## src/rtl/tensor_instruction_sequencer.sv

```systemverilog
// -----------------------------------------------------------------------------
// tensor_instruction_sequencer
//
// Front-end scheduler between the host instruction stream and the tensor-core
// cpu. Host words are buffered in a FIFO and issued at most one per cycle on
// the cpu instruction bus. NOPs are inserted while burst transfers and
// operate instructions are in flight, because the cpu does no interlocking.
// Bytes returned by generic reads and burst reads are collected into a result
// byte stream.
//
// Ports
//   clock_in                   single clock, rising edge
//   reset_in                   asynchronous active-high reset
//   flush_in                   synchronous abort: empty FIFO, issue cpu reset
//   host_instruction_valid_in  host word valid
//   host_instruction_in        host instruction or burst data word
//   host_instruction_ready_out FIFO can accept a word this cycle
//   cpu_instruction_out        registered cpu instruction (NOP when idle)
//   cpu_output_in              cpu read data
//   result_valid_out           one result byte this cycle (no backpressure)
//   result_data_out            result byte
//   busy_out                   FSM not idle or FIFO not empty
//   fifo_count_out             FIFO occupancy
//   state_out                  debug view of the FSM state
//
// Handshake: a host word is transferred on a rising edge where
// host_instruction_valid_in and host_instruction_ready_out are both high and
// flush_in is low; ready depends only on the registered FIFO count.
// -----------------------------------------------------------------------------
module tensor_instruction_sequencer #(
  parameter int FIFO_DEPTH      = 8,
  parameter int OPERATE_LATENCY = 5
) (
  input  logic                        clock_in,
  input  logic                        reset_in,
  input  logic                        flush_in,
  input  logic                        host_instruction_valid_in,
  input  logic [15:0]                 host_instruction_in,
  output logic                        host_instruction_ready_out,
  output logic [15:0]                 cpu_instruction_out,
  input  logic [7:0]                  cpu_output_in,
  output logic                        result_valid_out,
  output logic [7:0]                  result_data_out,
  output logic                        busy_out,
  output logic [$clog2(FIFO_DEPTH):0] fifo_count_out,
  output logic [2:0]                  state_out
);

  localparam int AW   = $clog2(FIFO_DEPTH);
  localparam int CW   = AW + 1;
  localparam int CNTW = (OPERATE_LATENCY > 9) ? $clog2(OPERATE_LATENCY + 1) : 4;

  localparam logic [15:0] NOP_INSTR   = 16'h0000;
  localparam logic [15:0] RESET_INSTR = 16'h000C;

  typedef enum logic [2:0] {
    S_IDLE     = 3'd0,
    S_BW_DATA  = 3'd1,
    S_BR_DRAIN = 3'd2,
    S_OP_WAIT  = 3'd3,
    S_FLUSH    = 3'd4
  } state_t;

  state_t            state;
  logic [CNTW-1:0]   cnt;
  logic              capture_pending;

  logic [15:0]       fifo_mem [FIFO_DEPTH];
  logic [AW-1:0]     wr_ptr;
  logic [AW-1:0]     rd_ptr;
  logic [CW-1:0]     count;

  logic [15:0]       head;
  logic              head_is_burst_write;
  logic              push;
  logic              pop;

  assign head                = fifo_mem[rd_ptr];
  assign head_is_burst_write = (head[1:0] == 2'b11) && head[2];

  assign host_instruction_ready_out = (count != CW'(FIFO_DEPTH));
  assign fifo_count_out             = count;
  assign busy_out                   = (state != S_IDLE) || (count != '0);
  assign state_out                  = state;

  // A push during flush is dropped; there is no bypass from input to output.
  assign push = host_instruction_valid_in && host_instruction_ready_out && !flush_in;

  // Pop decision. A burst write header waits until all 5 data words are
  // queued behind it so the data phase can stream without gaps.
  always_comb begin
    pop = 1'b0;
    if (!flush_in) begin
      case (state)
        S_IDLE: begin
          if (count != '0) begin
            pop = head_is_burst_write ? (count >= CW'(6)) : 1'b1;
          end
        end
        S_BW_DATA: pop = 1'b1;
        default:   pop = 1'b0;
      endcase
    end
  end

  // FIFO storage carries no reset; only pointers and count do.
  always_ff @(posedge clock_in) begin
    if (push) begin
      fifo_mem[wr_ptr] <= host_instruction_in;
    end
  end

  always_ff @(posedge clock_in or posedge reset_in) begin
    if (reset_in) begin
      wr_ptr <= '0;
      rd_ptr <= '0;
      count  <= '0;
    end else if (flush_in) begin
      wr_ptr <= '0;
      rd_ptr <= '0;
      count  <= '0;
    end else begin
      if (push) wr_ptr <= wr_ptr + AW'(1);
      if (pop)  rd_ptr <= rd_ptr + AW'(1);
      case ({push, pop})
        2'b10:   count <= count + CW'(1);
        2'b01:   count <= count - CW'(1);
        default: count <= count;
      endcase
    end
  end

  // Sequencer FSM. capture_pending schedules a sample of cpu_output_in on the
  // following edge: a generic read sets it once, and every BR_DRAIN cycle sets
  // it, which places the 9 burst samples one edge after each drain edge.
  always_ff @(posedge clock_in or posedge reset_in) begin
    if (reset_in) begin
      state               <= S_IDLE;
      cnt                 <= '0;
      cpu_instruction_out <= NOP_INSTR;
      capture_pending     <= 1'b0;
      result_valid_out    <= 1'b0;
      result_data_out     <= 8'h00;
    end else begin
      cpu_instruction_out <= NOP_INSTR;
      capture_pending     <= 1'b0;
      result_valid_out    <= capture_pending && !flush_in;
      if (capture_pending && !flush_in) begin
        result_data_out <= cpu_output_in;
      end

      if (flush_in) begin
        state               <= S_FLUSH;
        cnt                 <= '0;
        cpu_instruction_out <= RESET_INSTR;
      end else begin
        case (state)
          S_IDLE: begin
            if (pop) begin
              cpu_instruction_out <= head;
              case (head[1:0])
                2'b11: begin
                  if (head[2]) begin
                    state <= S_BW_DATA;
                    cnt   <= CNTW'(5);
                  end else begin
                    state <= S_BR_DRAIN;
                    cnt   <= CNTW'(9);
                  end
                end
                2'b10: begin
                  state <= S_OP_WAIT;
                  cnt   <= CNTW'(OPERATE_LATENCY);
                end
                2'b00: begin
                  if (head[3:2] == 2'b10) capture_pending <= 1'b1;
                end
                default: ;
              endcase
            end
          end
          S_BW_DATA: begin
            // Raw data words: issued without decode.
            cpu_instruction_out <= head;
            cnt                 <= cnt - CNTW'(1);
            if (cnt == CNTW'(1)) state <= S_IDLE;
          end
          S_BR_DRAIN: begin
            capture_pending <= 1'b1;
            cnt             <= cnt - CNTW'(1);
            if (cnt == CNTW'(1)) state <= S_IDLE;
          end
          S_OP_WAIT: begin
            cnt <= cnt - CNTW'(1);
            if (cnt == CNTW'(1)) state <= S_IDLE;
          end
          S_FLUSH: state <= S_IDLE;
          default: state <= S_IDLE;
        endcase
      end
    end
  end

endmodule
```

## config.mk

```make
export PLATFORM = sky130hd
export DESIGN_NAME = tensor_instruction_sequencer
export DESIGN_NICKNAME = d
export VERILOG_FILES = /design/src/rtl/tensor_instruction_sequencer.sv
export SDC_FILE = /design/constraint.sdc
export NUM_CORES = 1
export LEC_CHECK = 0
export ABC_AREA = 1
export BUFFER_PORTS_ARGS = -buffer_cell sky130_fd_sc_hd__buf_2
export CORE_UTILIZATION = 40
export CTS_CLUSTER_SIZE = 12
export DETAILED_ROUTE_END_ITERATION = 16
export GPL_ROUTABILITY_DRIVEN = 0
export GPL_TIMING_DRIVEN = 0
export SYNTH_ARGS = -nofsm -noshare
export SYNTH_HDL_FRONTEND = slang
export SYNTH_SLANG_ARGS = --single-unit
```

## constraint.sdc

```tcl
create_clock -name clock_in -period 2.2 [get_ports clock_in]
set_input_delay 0 -clock clock_in [delete_from_list [all_inputs] [get_ports clock_in]]
set_output_delay 0 -clock clock_in [all_outputs]
set_load 0.1 [all_outputs]
```

==> flow_summary.yaml <==
status:
  status: "complete, but fails checks"
  failed_checks: "setup timing"
setup_path:
  crit_buf_inv: 4
  crit_top_cell: "nand2_1"
  path_class: "reg2reg"
  critical_path.startpoint_type: "register"
  crit_slowest_cell: "dfrtp_1"
  crit_family: "simple AND/OR/NAND/NOR gates"
  crit_fanout: 5
  critPathCaptureType: "register"
  max_stage_delay_ns: 0.43
  cp.arrival_ns: 2.70
  crit_chain: "inv_2 -> buf_6 -> nand2_1 -> nand3_1 -> nand3_2 -> nand2_4 -> nor2_4 -> nand2_2 -> nand2_4 -> nand2_8 -> nand2_8 -> inv_6 -> ha_4 -> nand3_1 -> nand2_1 -> xor2_1 -> inv_1 -> nand2_1 -> nand2_1 -> nand2_1 -> nand2_1"
  crit_required_ns: 2.51
pwr:
  switching_share_pct: 33.1
  power_frac_seq_pct: 43.9
  p_comb_share_pct: 22.6
  vdd_ir_drop_max_mv: 0.706
  power.density_nw_per_um2: 948
  leakagePower_nw: 3.59
  p_clk_share_pct: 33.5
  intPower_w: 0.00566
  p_switching_w: 0.00280
timing:
  fin_ws_ns: -0.189
  min_period_ns: 2.39
  final.setup_skew_ns: 0.0128
  fmax_ghz: 0.419
  relSlewSlack_pct: 23.9
  setup_viol: 49
  hold_viol_final: 0
  worst-slew-pin-transition_ns: 1.14
  rsz0062_at_grt: "true"
  hold_slack_ns: 0.0210
  slew_viol_final: 0
  post-route-period-util_pct: 109
synth:
  synth-simple-area-share_pct: 14.3
  syn_avg_cell_area_sq_um: 11.7
  yosysSeqAreaShare_pct: 70.1
  syn-num-nets: 635
  yosys.area_share.adder_pct: 1.35
  syn_inst: 600
  synth_top_family_by_area: "simple AND/OR/NAND/NOR gates"
  syn_area_sq_um: 7020
  synth_seq_cells: 171
  synth_mux_area_share_pct: 0
  yosys_warnings: 0
  synth_xor_area_share_pct: 0.499
  synth_cell_types: 31
  synth_compound_area_share_pct: 9.37
floorplan:
  dieArea_sq_um: 18100
  core_sq_um: 17200
  initial_core_util_pct: 40.7
  chipHeight_microns: 134
  io-pin-count: 62
  die_width_microns: 134
  rows: 48
clocking:
  cts_tree: "done"
  cts_buffers: 17
  clock_path_buffers: 2
  numClockSinks: 171
  clock_latency_ns: 0.43
  cts-root-buf: "clkbuf_16"
  clk_pin_slew_ns: 0.06
  h-tree-depth: 4
routing:
  drtIter0Drc: 345
  drc: 0
  vias: 4940
  postRouteAntennaNets: 0
  wl_mm: 17.0
  drtPass1Iterations: 5
  post_drt_wl_per_cell_microns: 17.6
  viasPerCell: 5.12
final_layout:
  final_cell_mix: "128 x edfxtp_1, 88 x nand2_1, 76 x nor2_1, 76 x o21ai_0, 63 x buf_2"
  n_fill_cell: 1457
  final_common_cell: "edfxtp_1"
  insertedDiodeCount: 0
  final_util_pct: 51.8
  final_layout_size_suffix_gt1_share_pct: 25.7
  final_nets: 762
  syn_to_final_growth_pct: 27.1
global_route:
  grt_pass1_vias: 4957
  grt_overflow: 0
  grt_start_max_net_pins: 35
  antenna_found_initial: 0
  grt_usage_pct: 19.8
  grt_pass1_wl_mm: 26.2
placement:
  hpwlAfterDp_mm: 10.1
  dpl_worst_slack_ns: -0.415
  numPortBuffers: 61
hold_path:
  min_path_type: "in2reg"
job:
  cap_violations: 0
[sequential cells by signal, indices dropped and copies added (netlist names)]
register / cells
capture_pending: 1
cnt: 4
cpu_instruction_out: 16
fifo_count_out: 4
fifo_mem: 128
rd_ptr: 3
result_data_out: 8
result_valid_out: 1
state_out: 3
wr_ptr: 3
[Yosys cell counts]
master / count / share of area [%]
nand2_4: 6 / 0.96
a21oi_1: 5 / 0.36
buf_4: 4 / 0.43
nor2_1: 86 / 4.6
nand4_1: 1 / 0.089
dfrtp_1: 43 / 15
inv_1: 44 / 2.4
o21a_1: 1 / 0.11
nand2_8: 2 / 0.57
nand2_2: 7 / 0.62
nor2_2: 1 / 0.089
clkinv_1: 1 / 0.053
nand3_1: 23 / 1.6
o22ai_1: 13 / 1.2
o221ai_1: 13 / 1.6
a21oi_2: 1 / 0.12
inv_2: 4 / 0.21
buf_6: 1 / 0.16
o21ai_1: 3 / 0.21
nor3_1: 3 / 0.21
fa_1: 1 / 0.29
nor4_1: 1 / 0.089
xor2_1: 4 / 0.50
buf_2: 4 / 0.29
o21ai_0: 76 / 5.4
o21ai_2: 3 / 0.37
edfxtp_1: 128 / 55
ha_1: 6 / 1.1
nand3_2: 2 / 0.29
clkbuf_1: 17 / 0.91
nand2_1: 96 / 5.1
[power by group through the flow]
stage,Sequential (W),Clock [W],Combinational [W]
2_1_floorplan,0.00448,0,0.000642
3_3_place_gp,0.00378,0,0.00172
3_5_place_dp,0.00378,0,0.00174
4_1_cts,0.00372,0.00286,0.00182
5_1_grt,0.00374,0.00298,0.00204
6_report,0.00372,0.00283,0.00191
[stage by stage]
| stage | power, W | cell area, sq um | cells | TNS [ns] |
|---|---|---|---|---|
| after floorplan | 0.00512 | 7120 | 600 | -0.267 |
| after global placement | 0.00550 | 7710 | 886 | -13.39 |
| after detailed placement | 0.00553 | 7730 | 887 | -23.26 |
| after CTS | 0.00840 | 8650 | 952 | -10.33 |
| after global routing | 0.00876 | 8920 | 965 | -14.91 |
| final | 0.00846 | 8920 | 965 | -6.90 |
[routing by layer]
| layer | global-route usage, % | routed length, microns | vias up |
|---|---|---|---|
| li1 | - | - | 2334 |
| met1 | 24.2 | 7260 | 2401 |
| met2 | 33.3 | 8430 | 167 |
| met3 | 4.47 | 890 | 38 |
| met4 | 9.74 | 424 | 0 |
| met5 | 0 | 0 | - |
[final timing paths]
check	to	slack, ns	cells past startpoint	from
max	fifo_count_out[3]	-0.19	21	rd_ptr[0]
min in group asynchronous	cpu_instruction_out[13]	0.06	3	reset_in
max in group asynchronous	state_out[0]	1.64	4	reset_in
max reg2reg	fifo_count_out[3]	-0.19	21	rd_ptr[0]
min	wr_ptr[2]	0.02	5	host_instruction_valid_in
min reg2reg	result_data_out[0]	0.48	2	result_data_out[0]
[worst min-delay path: stages]
cell and delay [ns]:
buf_2 0.12, nand2_4 0.07, inv_4 0.04, nand2_1 0.07, o21a_1 0.11
[timing repair]
action                                  in CTS  in global routing
pin swaps                                    4                 21
gates cloned                                 0                  1
hold buffers                                27                  0
setup buffers                                6                 12
endpoints found under the setup margin     131                120
resized for setup                           15                 31
endpoints found under the hold margin      187                  0
[cell families (layout without fill, tap and decap cells)]
group	Yosys count	after routing
AO/OA/AOI/OAI	115	115
XOR/XNOR	4	4
AND/OR/NAND/NOR	228	228
flip-flops	171	171
buffers and inverters	75	215
adder cells (fa/ha/maj)	7	7
[cell type report]
| cell class | count | area [sq um] | area share, % |
|---|---|---|---|
| Tap cell | 225 | 282 | 3.15 |
| Buffer | 26 | 148 | 1.65 |
| Timing Repair Buffer | 108 | 792 | 8.88 |
| Clock buffer | 20 | 437 | 4.89 |
| Inverter | 49 | 194 | 2.17 |
| Sequential cell | 171 | 4940 | 55.3 |
| Clock inverter | 12 | 114 | 1.28 |
| Multi-Input combinational cell | 354 | 2020 | 22.6 |
Note: power is estimated with default switching activity, not from simulation.
